File: src/rtl/rf_pkg.sv
// Shared constants and address type for the 32-entry register file.
package rf_pkg;

  localparam int RF_DEPTH  = 32;
  localparam int RF_ADDR_W = 5;

  typedef logic [RF_ADDR_W-1:0] rf_addr_t;

  // True when an enabled write targets a real (nonzero) register at the given address.
  function automatic logic rf_addr_hit(input logic we, input rf_addr_t wr_addr, input rf_addr_t addr);
    return we && (wr_addr != '0) && (wr_addr == addr);
  endfunction

endpackage

File: src/rtl/register_file_2r1w_if.sv
// Decode/writeback-side bus of the register file: write port, two read ports and the register-1 tap.
interface register_file_2r1w_if #(parameter int N = 32);
  import rf_pkg::*;

  logic         Reg_Write_i;
  rf_addr_t     Write_Register_i;
  rf_addr_t     Read_Register_1_i;
  rf_addr_t     Read_Register_2_i;
  logic [N-1:0] Write_Data_i;
  logic [N-1:0] Read_Data_1_o;
  logic [N-1:0] Read_Data_2_o;
  logic [N-1:0] Q1;

  modport master (
    output Reg_Write_i, Write_Register_i, Read_Register_1_i, Read_Register_2_i, Write_Data_i,
    input  Read_Data_1_o, Read_Data_2_o, Q1
  );

  modport slave (
    input  Reg_Write_i, Write_Register_i, Read_Register_1_i, Read_Register_2_i, Write_Data_i,
    output Read_Data_1_o, Read_Data_2_o, Q1
  );
endinterface

File: src/rtl/rf_reg_cell.sv
// One N-bit architectural register: load enable plus asynchronous active-low clear.
module rf_reg_cell #(
  parameter int N = 32
) (
  input  logic         clk,
  input  logic         reset,
  input  logic         en_i,
  input  logic [N-1:0] d_i,
  output logic [N-1:0] q_o
);

  logic [N-1:0] q_q;

  // NOTE: sequential state uses non-blocking (<=) so every flop samples pre-edge values.
  always_ff @(posedge clk or negedge reset) begin
    if (!reset) begin
      q_q <= '0;
    end else if (en_i) begin
      q_q <= d_i;
    end
  end

  assign q_o = q_q;

endmodule

File: src/rtl/register_file_2r1w.sv
// 32 x N register file, two combinational read ports, one synchronous write port, register-1 tap.
// Define RF_WRITE_BYPASS_EN to forward same-cycle write data onto matching read ports and Q1.
module register_file_2r1w
  import rf_pkg::*;
#(
  parameter int N = 32
) (
  input  logic                 clk,
  input  logic                 reset,
  register_file_2r1w_if.slave  rf
);

  logic               we_eff;
  logic [RF_DEPTH-1:1] wr_en;
  logic [N-1:0]       reg_q [RF_DEPTH];
  logic [N-1:0]       rd1;
  logic [N-1:0]       rd2;
  logic [N-1:0]       tap;

  // Reset also masks the write so forwarding cannot leak data while the file is held clear.
  assign we_eff = rf.Reg_Write_i & reset;

  // NOTE: always_comb assigns a default before any conditional update, so no latch is inferred.
  always_comb begin
    wr_en = '0;
    for (int i = 1; i < RF_DEPTH; i++) begin
      wr_en[i] = rf_addr_hit(we_eff, rf.Write_Register_i, rf_addr_t'(i));
    end
  end

  assign reg_q[0] = '0;

  for (genvar g = 1; g < RF_DEPTH; g++) begin : g_reg
    rf_reg_cell #(.N(N)) u_cell (
      .clk   (clk),
      .reset (reset),
      .en_i  (wr_en[g]),
      .d_i   (rf.Write_Data_i),
      .q_o   (reg_q[g])
    );
  end

  always_comb begin
    rd1 = reg_q[rf.Read_Register_1_i];
    rd2 = reg_q[rf.Read_Register_2_i];
    tap = reg_q[1];
`ifdef RF_WRITE_BYPASS_EN
    if (rf_addr_hit(we_eff, rf.Write_Register_i, rf.Read_Register_1_i)) rd1 = rf.Write_Data_i;
    if (rf_addr_hit(we_eff, rf.Write_Register_i, rf.Read_Register_2_i)) rd2 = rf.Write_Data_i;
    if (wr_en[1]) tap = rf.Write_Data_i;
`endif
  end

  assign rf.Read_Data_1_o = rd1;
  assign rf.Read_Data_2_o = rd2;
  assign rf.Q1            = tap;

endmodule

File: src/flat_wrapper.sv
// flat-port wrapper written by rule: the top's interface ports become plain ports
module register_file_2r1w_flat import rf_pkg::*;
#(
  parameter int N = 32
)
  (clk, reset, rf_Reg_Write_i, rf_Write_Register_i, rf_Read_Register_1_i, rf_Read_Register_2_i, rf_Write_Data_i, rf_Read_Data_1_o, rf_Read_Data_2_o, rf_Q1);
  register_file_2r1w_if #(.N(N)) rf_i ();
  input  logic clk;
  input  logic reset;
  input wire logic [$bits(rf_i.Reg_Write_i)-1:0] rf_Reg_Write_i;
  input wire logic [$bits(rf_i.Write_Register_i)-1:0] rf_Write_Register_i;
  input wire logic [$bits(rf_i.Read_Register_1_i)-1:0] rf_Read_Register_1_i;
  input wire logic [$bits(rf_i.Read_Register_2_i)-1:0] rf_Read_Register_2_i;
  input wire logic [$bits(rf_i.Write_Data_i)-1:0] rf_Write_Data_i;
  output wire logic [$bits(rf_i.Read_Data_1_o)-1:0] rf_Read_Data_1_o;
  output wire logic [$bits(rf_i.Read_Data_2_o)-1:0] rf_Read_Data_2_o;
  output wire logic [$bits(rf_i.Q1)-1:0] rf_Q1;
  assign rf_i.Reg_Write_i = rf_Reg_Write_i;
  assign rf_i.Write_Register_i = rf_Write_Register_i;
  assign rf_i.Read_Register_1_i = rf_Read_Register_1_i;
  assign rf_i.Read_Register_2_i = rf_Read_Register_2_i;
  assign rf_i.Write_Data_i = rf_Write_Data_i;
  assign rf_Read_Data_1_o = rf_i.Read_Data_1_o;
  assign rf_Read_Data_2_o = rf_i.Read_Data_2_o;
  assign rf_Q1 = rf_i.Q1;
  register_file_2r1w #(.N(N)) u_core (.clk(clk), .reset(reset), .rf(rf_i));
endmodule
File: config.mk
export PLATFORM = sky130hd
export DESIGN_NAME = register_file_2r1w_flat
export DESIGN_NICKNAME = d
export VERILOG_FILES = /design/src/rtl/rf_pkg.sv /design/src/rtl/register_file_2r1w_if.sv /design/src/rtl/rf_reg_cell.sv /design/src/rtl/register_file_2r1w.sv /design/src/flat_wrapper.sv
export SDC_FILE = /design/constraint.sdc
export NUM_CORES = 2
export LEC_CHECK = 0
export ABC_AREA = 1
export CAP_MARGIN = 20
export CORE_MARGIN = 3
export CORE_UTILIZATION = 42
export DETAILED_ROUTE_END_ITERATION = 8
export PLACE_DENSITY = 0.62
export REMOVE_ABC_BUFFERS = 1
export SETUP_SLACK_MARGIN = 0.02
export SYNTH_ARGS = -nofsm -noshare
export SYNTH_HDL_FRONTEND = slang
export SYNTH_SLANG_ARGS = --single-unit
File: constraint.sdc
create_clock -name clk -period 1.78 [get_ports clk]
set_clock_uncertainty 0.1 [all_clocks]
set_input_delay 0.356 -clock clk [delete_from_list [all_inputs] [get_ports clk]]
set_output_delay 0.356 -clock clk [all_outputs]
set_load 0.1 [all_outputs]
==> out/results.tsv <==
metric	value	unit
status	finished, violations left	
failing checks	negative setup slack	
RR Startpoint	u_core.g_reg[1].u_cell.q_o[7]	
largest family of logic cells by synthesized area	simple AND/OR/NAND/NOR gates	
slowest stage delay, CP	0.36	ns
Sw Pwr	23.1	mW
Setup crit start kind	register	
GRT overflow	0	
Synth top cells by count	2927 x nand2_1, 1536 x nand3_1, 992 x dfrtp_1	
final net count	8603	
Final Hold Fails	0	
f_max	0.404	GHz
Critical Path Fanout Max	2	
RSZ-0062 raised after global routing	yes	
leakage	35.0	nW
I/O Buffers	145	
post-synth top area cell	dfrtp_1	
Hold EP	u_core.g_reg[16].u_cell.q_o[28]	
CTS Root Cell	clkbuf_16	
Post-synth ARST share	1.00	
post-layout min period	2.47	ns
Avg Synthesized Cell Area	6.77	µm²
DP Wirelength	143	mm
CTS tree	done	
Final period util	1.39	
Switching Fraction	0.327	
layout cells sized above 1	0.219	
Synth top area share	0.441	
yosys warns	0	
Worst-Skew Late Latency	0.76	ns
Reg2Reg Setup Slack	0.72	ns
Cell Chain, Critical Path	inv_2 > nand2_2 > nand3_2 > nand3_2 > nand3_2 > nand2_2 > nand2_2 > nand2_4 > buf_12	
min-delay worst type	input port to register	
initial antenna violation count	1	
clock buffer depth	3	
die area	138000	µm²
maxcap violations	0	
WL/cell	21.9	µm
Core Util, Final	0.555	
WL final	228	mm
Place WS	-0.742	ns
power share of the sequential group	0.391	
Internal Pwr Total	47.7	mW
worst-margin pin slew	0.910	ns
logic gate share of total power	0.245	
Post-Syn Instances	8312	
max reg flops	992	
Synth Area in Adders	0	
simple-gate share of the synthesized area	0.346	
final setup fails	96	
Yosys reg bits	992	
First DRT Iteration DRCs	8247	
Reg clk slew, reported paths	0.06	ns
Via Count	59504	
Worst Hold Path Cells	3	
IO Count	146	
area growth from synthesis to layout	30.4	%
GRT Total Usage	0.322	
WP data required	1.32	ns
PwrDens	965	nW/µm²
CP Data Arrival Time	2.02	ns
Starting Density	0.425	
Synth Area in Compound Gates	0.111	
largest cells by area after synthesis	dfrtp_1 44%, nand2_1 20%, nand3_1 14%, o21ai_0 7.9%, inv_1 5.0%	
Max-slew headroom	0.394	
Post-synth EDFFs	0	
sequential element share of the synthesized area	0.441	
DRT Pass-1 Iters	8	
Hold Startpoint	rf_Write_Data_i[28]	
slowest CP cell	dfrtp_1	
wire length of the first global-routing pass	342	mm
synth unique cells	23	
CTS H-Tree Depth	3	
R2R cell count	4	
mapped cell area	56300	µm²
top-count cell post-synth	nand2_1	
clk sinks	992	
fin worst setup slack	-0.694	ns
Die Height	372	µm
VDD IR-drop max	0.000958	V
Die W	372	µm
gp weighted congestion	0.920	
row cnt	133	
R2R Path End	u_core.g_reg[1].u_cell.q_o[7]	
vias in the first global route	56060	
core area	132000	µm²
total CTS buffers	114	
Slew Viols, Final	0	
hold_ws	0.0956	ns
Vias/cell	5.72	
Routed Antenna Nets	0	
Setup TNS Final	-44.90	ns
drt drc	0	
mux cell area share after synthesis	0	
Final Power	70.8	mW
pin count of the biggest net entering global routing	104	
Post-Synth XOR/XNOR Area	0	
clock network power share	0.364	
crit end category	output port	
Setup Crit Path Kind	register to output port	
top_reg_cell synth	dfrtp_1	
==> per-stage QoR <==
step,std cells,cell area [µm²]
global placement,10053,65200
floorplan,7624,53300
detailed placement,10053,65200
CTS,10294,70500
finish,10402,73400
global route,10401,73400
==> worst max-delay path: cells and delay by family (launching register included) <==
| kind | cells | cell delay (ns) |
|---|---|---|
| flops | 1 | 0.36 |
| buf+inv | 2 | 0.23 |
| simple gates | 7 | 0.63 |
==> cell usage in the layout, fill, tap and decap left out, types with 22 or more instances in the layout <==
| master | instances |
|---|---|
| nand2_2 | 216 |
| a21oi_2 | 24 |
| buf_4 | 395 |
| a21oi_1 | 232 |
| inv_2 | 203 |
| clkbuf_8 | 22 |
| nand2_1 | 2686 |
| o21ai_1 | 101 |
| nand3_1 | 1142 |
| nand2_4 | 48 |
| clkinv_2 | 22 |
| nor2_1 | 128 |
| clkbuf_16 | 118 |
| buf_12 | 346 |
| nand3_2 | 377 |
| dfrtp_1 | 976 |
| inv_1 | 541 |
| o21ai_0 | 891 |
| buf_6 | 26 |
| clkdlybuf4s50_1 | 38 |
==> cells by family after synthesis <==
family / count (synthesis)
simple gates: 4631
flops: 992
compound gates: 1248
buf+inv: 1441
==> final cells by class <==
class | instances | area [µm²]
fill | 12246 | 58900
multi-input combinational | 5879 | 28700
sequential | 992 | 24800
timing repair buffer | 813 | 10700
clock buffer | 159 | 3330
inverter | 753 | 2870
tap | 1755 | 2200
clock inverter | 49 | 757
antenna | 2 | 5.00
==> power groups by stage <==
stage               Sequential (mW)  Combinational, mW  Clock, mW
CTS                            27.5               16.0       26.1
finish                         27.7               17.4       25.8
floorplan                      28.0               8.59          0
detailed placement             27.8               15.5          0
global placement               27.7               15.2          0
global route                   28.0               19.1       27.0
==> metal layers <==
| metal | up-vias | track usage | wire [µm] |
|---|---|---|---|
| met5 | - | 0 | 0 |
| met4 | 0 | 0.160 | 13500 |
| met3 | 797 | 0.0646 | 25300 |
| met2 | 3571 | 0.488 | 98500 |
| met1 | 28090 | 0.437 | 90500 |
| li1 | 27046 | - | - |
==> repair_timing <==
item                       4_1_cts  5_1_grt
gates resized for setup        297      653
setup endpoints to repair       96       96
hold endpoints to repair       179        0
buffers inserted                38      108
hold buffers                     1        0
pin swaps                      182      329
==> worst max path at each step <==
stage	start	cells after the start	to
finish	u_core.g_reg[13].u_cell.q_o[24]	9	rf_Read_Data_1_o[24]
global route	u_core.g_reg[12].u_cell.q_o[29]	9	rf_Read_Data_1_o[29]
CTS	u_core.g_reg[14].u_cell.q_o[28]	9	rf_Read_Data_1_o[28]
detailed placement	rf_Read_Register_2_i[0]	10	rf_Read_Data_2_o[11]
global placement	rf_Read_Register_2_i[0]	10	rf_Read_Data_2_o[11]
floorplan	rf_Read_Register_1_i[0]	8	rf_Read_Data_1_o[0]
Power figures use the tool's default switching activity.
